### src/rtl/rot_cmd_queue.sv
// Command queue feeding an 8-bit barrel rotator, with a registered valid/ready result stage.
// Latency: a command pushed into an empty queue with a free output appears on out_* one edge later.
// Backpressure: out_ready low holds out_*, the FIFO fills to DEPTH, then in_ready drops (no full-bypass).
module rot_cmd_queue #(
   parameter int DEPTH = 4,
   parameter int AW    = 2
) (
   input  logic          clk,
   input  logic          rst_n,
   input  logic          flush,
   input  logic          in_valid,
   output logic          in_ready,
   input  logic [7:0]    in_data,
   input  logic          in_lr,
   input  logic [2:0]    in_amount,
   output logic [7:0]    rot_data,
   output logic          rot_lr,
   output logic [2:0]    rot_amount,
   input  logic [7:0]    rot_result,
   output logic          out_valid,
   input  logic          out_ready,
   output logic [7:0]    out_data,
   output logic          out_lr,
   output logic [2:0]    out_amount,
   output logic [AW:0]   count
);

   localparam logic [AW:0] PTR_ONE = {{AW{1'b0}}, 1'b1};

   // Entry layout: {data[11:4], lr[3], amount[2:0]}
   logic [11:0]   r_mem [DEPTH];
   logic [AW:0]   r_wr_ptr;
   logic [AW:0]   r_rd_ptr;
   logic          r_out_valid;
   logic [7:0]    r_out_data;
   logic          r_out_lr;
   logic [2:0]    r_out_amount;

   logic          w_empty;
   logic          w_full;
   logic          w_push;
   logic          w_pop;
   logic [11:0]   w_head;

   // Extra pointer MSB distinguishes full from empty when the index bits match.
   assign w_empty = (r_wr_ptr == r_rd_ptr);
   assign w_full  = (r_wr_ptr[AW] != r_rd_ptr[AW]) &&
                    (r_wr_ptr[AW-1:0] == r_rd_ptr[AW-1:0]);

   // Flush wins over both handshakes in its cycle.
   assign w_push  = in_valid & ~w_full & ~flush;
   assign w_pop   = ~w_empty & (~r_out_valid | out_ready) & ~flush;

   assign w_head  = r_mem[r_rd_ptr[AW-1:0]];

   // Head of queue drives the rotator; forced to zero when there is nothing queued.
   assign rot_data   = w_empty ? 8'd0 : w_head[11:4];
   assign rot_lr     = w_empty ? 1'b0 : w_head[3];
   assign rot_amount = w_empty ? 3'd0 : w_head[2:0];

   assign in_ready   = ~w_full;
   assign count      = r_wr_ptr - r_rd_ptr;
   assign out_valid  = r_out_valid;
   assign out_data   = r_out_data;
   assign out_lr     = r_out_lr;
   assign out_amount = r_out_amount;

   // Command storage; contents are don't-care until written, so no reset.
   always_ff @(posedge clk) begin
      if (w_push) begin
         r_mem[r_wr_ptr[AW-1:0]] <= {in_data, in_lr, in_amount};
      end
   end

   // Read/write pointers, wrapping mod 2*DEPTH through natural overflow.
   always_ff @(posedge clk or negedge rst_n) begin
      if (!rst_n) begin
         r_wr_ptr <= '0;
         r_rd_ptr <= '0;
      end else if (flush) begin
         r_wr_ptr <= '0;
         r_rd_ptr <= '0;
      end else begin
         if (w_push) r_wr_ptr <= r_wr_ptr + PTR_ONE;
         if (w_pop)  r_rd_ptr <= r_rd_ptr + PTR_ONE;
      end
   end

   // Result register: capture the rotator output on pop, drop valid once consumed with nothing behind it.
   always_ff @(posedge clk or negedge rst_n) begin
      if (!rst_n) begin
         r_out_valid  <= 1'b0;
         r_out_data   <= 8'd0;
         r_out_lr     <= 1'b0;
         r_out_amount <= 3'd0;
      end else if (flush) begin
         r_out_valid  <= 1'b0;
      end else if (w_pop) begin
         r_out_valid  <= 1'b1;
         r_out_data   <= rot_result;
         r_out_lr     <= rot_lr;
         r_out_amount <= rot_amount;
      end else if (r_out_valid && out_ready) begin
         r_out_valid  <= 1'b0;
      end
   end

endmodule

### config.mk
export PLATFORM = sky130hd
export DESIGN_NAME = rot_cmd_queue
export DESIGN_NICKNAME = d
export VERILOG_FILES = /design/src/rtl/rot_cmd_queue.sv
export SDC_FILE = /design/constraint.sdc
export NUM_CORES = 1
export LEC_CHECK = 0
export CAP_MARGIN = 10
export CORE_UTILIZATION = 45
export CTS_BUF_LIST = sky130_fd_sc_hd__clkbuf_2 sky130_fd_sc_hd__clkbuf_4 sky130_fd_sc_hd__clkbuf_8
export CTS_CLUSTER_SIZE = 25
export DETAILED_ROUTE_END_ITERATION = 6
export GPL_TIMING_DRIVEN = 0
export MAX_ROUTING_LAYER = met4
export PLACE_DENSITY = 0.74
export REMOVE_ABC_BUFFERS = 1
export SLEW_MARGIN = 20
export SYNTH_ARGS = -nofsm -noshare
export SYNTH_HDL_FRONTEND = slang
export SYNTH_SLANG_ARGS = --single-unit
### constraint.sdc
create_clock -name clk -period 4.7 [get_ports clk]
set_input_delay 0.94 -clock clk [delete_from_list [all_inputs] [get_ports clk]]
set_output_delay 0.94 -clock clk [all_outputs]
set_load 0.01 [all_outputs]
==> flow_summary.ini, run 1 <==
[run_status]
status = completed

[power_and_ir_drop]
p_sw_mw = 0.5911
cellLeakagePower_nw = 1.294
internal_power_mw = 1.423
p_per_area_nw_per_um2 = 557.1
ir_worst_vdd_v = 0.0003772
power.share.sequential_pct = 39.5
p_clk_share_pct = 23.2
combinationalPowerShare_pct = 37.3
swShare_pct = 29.35
finalPower_mw = 2.014

[worst_setup_path]
critPathKind = reg -> out
crit_path_end_kind = output port
arrival_ns = 3.08
cp.required_ns = 3.76
critPathMaxFanout = 16
startpoint_type = flop

[final_layout]
area_growth_pct = 27.95
antenna_cells = 0
fin_area_um2 = 3615
fill_cells = 474
layout-drive-gt1-share_pct = 20.18
final_cells = 298
final_nets = 251

[sta]
hold_viol_final = 0
fin_crit_ns = 4.020
skew_ns = 0.008507
setup_viol = 0
rsz0062_at_grt = no
maxSlewViolCount = 0
tightest_slew_ns = 0.9007
final.setup.worst_slack_ns = 0.6804
tns_ns = 0
finalCritPeriodShare_pct = 85.52
clock.fmax_ghz = 0.2488
max_slew_margin_pct = 39.95

[clock_network]
cts_buffer_depth = 2
cts_htree_levels = 3
clkTransAtPathRegs_ns = 0.07
cts_tree = yes
postCtsSetupRepairBufs = 0
cts_hold_buf = 0
insertion_delay_ns = 0.34
cts_resized = 0
clock_sinks = 67
cts_buffers = 9
cts_root_buffer = clkbuf_8

[die]
die_h_um = 81.24
start_util_pct = 47.16
ios = 54
core-area_um2 = 5991
dieWidth_um = 81.24
design.die.area_um2 = 6599
num_rows = 28

[grt]
grt.total_usage_pct = 17.34
grt_max_degree = 20
grt_pass1_vias = 1557
grt_remaining_overflow = 0
grt_pass1_wl_um = 7714
antenna_found_initial = 0

[placed_design]
placedCellCount = 282
place_ws_ns = 0.9449
portBuffers = 53
place.gp.congestion = 0.7678
place_area_um2 = 3413
place_hpwl_um = 3112

[routing]
wire_per_inst_um = 15.91
viasPerCell = 5.094
drt-pass1-iter-count = 4
antenna_left = 0
drtIter0Drc = 56
dr_total_vias = 1518
drt_wl_total_um = 4741
drc_errors = 0

[synthesis]
syn_area_per_cell_um2 = 17.66
ys_seq_area_share_pct = 67.85
synth_warnings = 0
synth_cell_types = 29
synth_cells = 160
netlist_area_um2 = 2825
ys_seq_elements = 67

[min_path]
hold_path.class = reg -> reg

[run]
drv_cap = 0
-- synthesized netlist by cell type --
cell type	n	share of area (%)
a211o_1	1	0.31
a211oi_1	1	0.27
a211oi_4	1	0.71
a21oi_1	2	0.35
and2_1	2	0.44
and2b_1	1	0.27
and3_1	4	0.89
buf_2	2	0.35
buf_4	1	0.27
buf_6	1	0.40
clkbuf_1	2	0.27
dfrtp_1	19	17
edfxtp_1	48	51
fa_1	1	0.71
ha_1	7	3.1
inv_1	9	1.2
mux2_2	15	6.0
mux2i_1	1	0.35
mux4_2	12	9.6
nand2_1	3	0.40
nand2b_1	1	0.22
nor2_1	5	0.66
nor2b_1	14	3.1
o2111ai_1	2	0.62
o21a_1	1	0.27
o311ai_0	1	0.31
o31ai_1	1	0.27
xnor2_1	1	0.31
xnor2_2	1	0.58
-- power by group through the flow --
stage | Clock (mW) | Combinational, mW | Sequential [mW]
after detailed placement | 0 | 0.761 | 0.814
after CTS | 0.477 | 0.764 | 0.800
final | 0.467 | 0.751 | 0.796
after global placement | 0 | 0.758 | 0.810
after floorplan | 0 | 0.368 | 0.822
after global routing | 0.503 | 0.822 | 0.813
-- final timing paths --
kind | to | cells after the start | slack, ns | startpoint
min in group asynchronous | r_rd_ptr[2] | 1 | 1.09 | rst_n
worst min register to register | out_data[0] | 1 | 0.51 | out_data[0]
worst max register to register | out_amount[0] | 4 | 1.98 | r_rd_ptr[0]
worst min-delay path | out_data[0] | 1 | 0.51 | out_data[0]
worst max-delay path | rot_data[6] | 5 | 0.68 | r_rd_ptr[0]
max in group asynchronous | out_amount[0] | 1 | 3.10 | rst_n
-- sequential cells by signal, summed over array words and instances (netlist names) --
register    count
out_valid       1
out_amount      3
r_mem          48
r_rd_ptr        3
out_lr          1
out_data        8
r_wr_ptr        3
-- critical path, cell delays in order (launching register included) --
cell             delay (ns)
dfrtp_1                0.94
ha_1                   0.40
and2_1                 0.24
and2_1                 0.36
nor2b_1                0.24
clkdlybuf4s50_1        0.57
-- routing by layer --
metal,vias up,GRT usage (%),part of all wire (%)
met4,0,8.571,1.9
met5,-,-,0
met3,9,5.955,5.9
li1,715,-,-
met2,54,26.05,48
met1,740,20.89,44
-- metrics by stage --
step	util (%)	hold WS [ns]
6_report	60.34	0.5051
5_1_grt	60.34	0.5200
4_1_cts	60.34	0.5106
3_5_place_dp	56.98	0.4947
3_3_place_gp	56.98	0.4880
2_1_floorplan	-	0.5512
-- kinds of logic after synthesis --
kind of cell / count (synthesis) / share of synthesized area (%)
buffers and inverters: 15 / 2.480
AOI/OAI and AO/OA: 10 / 3.101
xor gates and xnor gates: 2 / 0.8860
DFF: 67 / 67.85
adders and majority gates: 8 / 3.809
muxes: 28 / 15.90
and+or+nand+nor: 30 / 5.979
-- cell type report --
class	instances	area [um^2]	share of cell area, %
Clock buffer	9	123.9	3.427
Clock inverter	7	77.57	2.146
Inverter	9	33.78	0.9346
Multi-Input combinational cell	78	838.3	23.19
Sequential cell	67	1917	53.03
Tap cell	75	93.84	2.596
Timing Repair Buffer	53	530.5	14.68
-- cells in the final DEF (no fill, tap or decap) --
cell	synthesis	layout
nor2b_1	14	14
clkinv_4	0	3
bufinv_16	0	1
a211o_1	1	1
inv_6	0	1
a21oi_1	2	2
and3_1	4	4
fa_1	1	1
a211oi_4	1	1
mux2_2	15	15
a211oi_1	1	1
nor2_1	5	5
clkinvlp_4	0	1
mux4_2	12	12
o31ai_1	1	1
and2b_1	1	1
dfrtp_1	19	19
o2111ai_1	2	2
nand2b_1	1	1
nand2_1	3	3
inv_1	9	9
ha_1	7	7
o21a_1	1	1
clkinv_2	0	1
mux2i_1	1	1
o311ai_0	1	1
edfxtp_1	48	48
xnor2_1	1	1
clkbuf_8	0	9
xnor2_2	1	1
clkdlybuf4s50_1	0	53
and2_1	2	2
No activity file was read; power rests on OpenSTA's default activity.
==> run 2, diff against run 1 <==
--- a/config.mk
+++ b/config.mk
@@ -10,6 +10,7 @@
 export CTS_BUF_LIST = sky130_fd_sc_hd__clkbuf_2 sky130_fd_sc_hd__clkbuf_4 sky130_fd_sc_hd__clkbuf_8
 export CTS_CLUSTER_SIZE = 25
 export DETAILED_ROUTE_END_ITERATION = 6
+export GPL_ROUTABILITY_DRIVEN = 0
 export GPL_TIMING_DRIVEN = 0
 export MAX_ROUTING_LAYER = met4
 export PLACE_DENSITY = 0.74
==> results of run 2 <==
The final DEF is identical to that of run 1; final timing and power are the same.
==> RTL change: new RTL, settings of run 1 <==
Reset style: synchronous (`rst_n`), changed in 2 clocked blocks.
--- a/src/rtl/rot_cmd_queue.sv
+++ b/src/rtl/rot_cmd_queue.sv
@@ -75,3 +75,3 @@
    // Read/write pointers, wrapping mod 2*DEPTH through natural overflow.
-   always_ff @(posedge clk or negedge rst_n) begin
+   always_ff @(posedge clk) begin
       if (!rst_n) begin
@@ -89,3 +89,3 @@
    // Result register: capture the rotator output on pop, drop valid once consumed with nothing behind it.
-   always_ff @(posedge clk or negedge rst_n) begin
+   always_ff @(posedge clk) begin
       if (!rst_n) begin
Function: differs if rst_n is asserted again (counterexample within 4 cycles, from zero or initial values and one cycle with rst_n low); with rst_n held inactive, the same outputs for 10 cycles.
==> RTL change against run 1 <==
Clock skew grew 1.4 ps. Routed wire length is 10% higher. Critical endpoint is now rot_data[0]. Cell area grew 1.7%. Synthesized cell count increased by 24%. Sequential cell count is 2 higher. Hold slack worse by 49 ps. Worst setup slack improved by 470 ps. Synthesized area rose by 2.7%.
Power is not compared: it rests on default switching activity, and its combinational part moved more than twofold at a synthesized area within 25%.
==> RTL change: results (changes against run 1) <==
status=completed (unchanged); worst rel slew slack=38.1% (was 40.0%); Inverters, non-clock=12 (was 9); FFs w/ async S/R, synth=0% (was 28.4%); total track usage=18.0% (was 17.3%); first-pass GRT wire length=8350 µm (was 7710 µm); Clock buf/inv share=5.01% (was 5.57%); GPL Wtd Cong=0.770 (was 0.768); drt wl/cell=15.8 µm (was 15.9 µm); DP Wirelength=3420 µm (was 3110 µm); worst hold start=out_data[3]$_SDFFE_PN0P_ (was out_data[0]$_DFFE_PN0P_); number of clock buffers in the layout=10 (was 9); largest net degree at the start of global routing=27 (was 20); DRT iter0 DRCs=123 (was 56); adder and majority cell fraction of the synthesized area=3.71% (was 3.81%); Placed Instances=315 (was 282); peak per-stage delay on the critical path=710 ps (was 940 ps); Distinct cells, synth=28 (was 29); top post-synthesis cells by count=edfxtp_1, nand2_1, dfxtp_1 (was edfxtp_1, dfrtp_1, mux2_2); GR met3 Demand/Resource=5.93% (was 5.96%); post-layout instance count excluding filler cells=330 (was 298); Reg area=1860 µm² (was 1920 µm²); post-synthesis compound-gate area fraction=4.14% (was 3.10%); layout cells sized above 1=11.4% (was 20.2%); xor/xnor cell area share of the yosys netlist=1.16% (was 0.886%); Setup crit start=r_wr_ptr[0]$_SDFFE_PP0P_ (was r_rd_ptr[0]$_DFFE_PN0P_); met2 usage=26.4% (was 26.1%); WL met2=2600 µm (was 2270 µm); synth top area cells=edfxtp_1, dfxtp_1, mux4_2, mux2i_1, nand2_1 (was edfxtp_1, dfrtp_1, mux4_2, mux2_2, ha_1); post-synthesis mux area share=14.5% (was 15.9%)
-- RTL change: changes by cell type after synthesis, moves of 4 or more --
cell,before,now
mux2_2,15,0
mux2i_1,1,15
nand4_1,0,4
and3_1,4,0
dfxtp_1,0,21
o211ai_1,0,8
nand2_1,3,27
nor2b_1,14,10
dfrtp_1,19,0
-- RTL change: worst paths after layout --
kind                              endpoint  slack [ps]  cells past startpoint
hold / removal    out_data[3]$_SDFFE_PN0P_         460                      2
hold reg to reg   out_data[3]$_SDFFE_PN0P_         460                      2
setup / recovery               rot_data[0]        1150                      6
setup reg to reg     r_mem[2][0]$_DFFE_PP_        2070                      5
-- RTL change: per-stage QoR --
stage               setup WS (ps)  util, %
finish                       1150     60.6
detailed placement           1410     57.6
global placement              818     57.3
global route                  973     60.6
floorplan                    2110        -
CTS                          1090     60.6
-- RTL change: tightest hold or removal path, stage by stage, from the launching register on --
cell and delay, ps:
dfxtp_1 310, nand2_1 50, mux2i_1 50
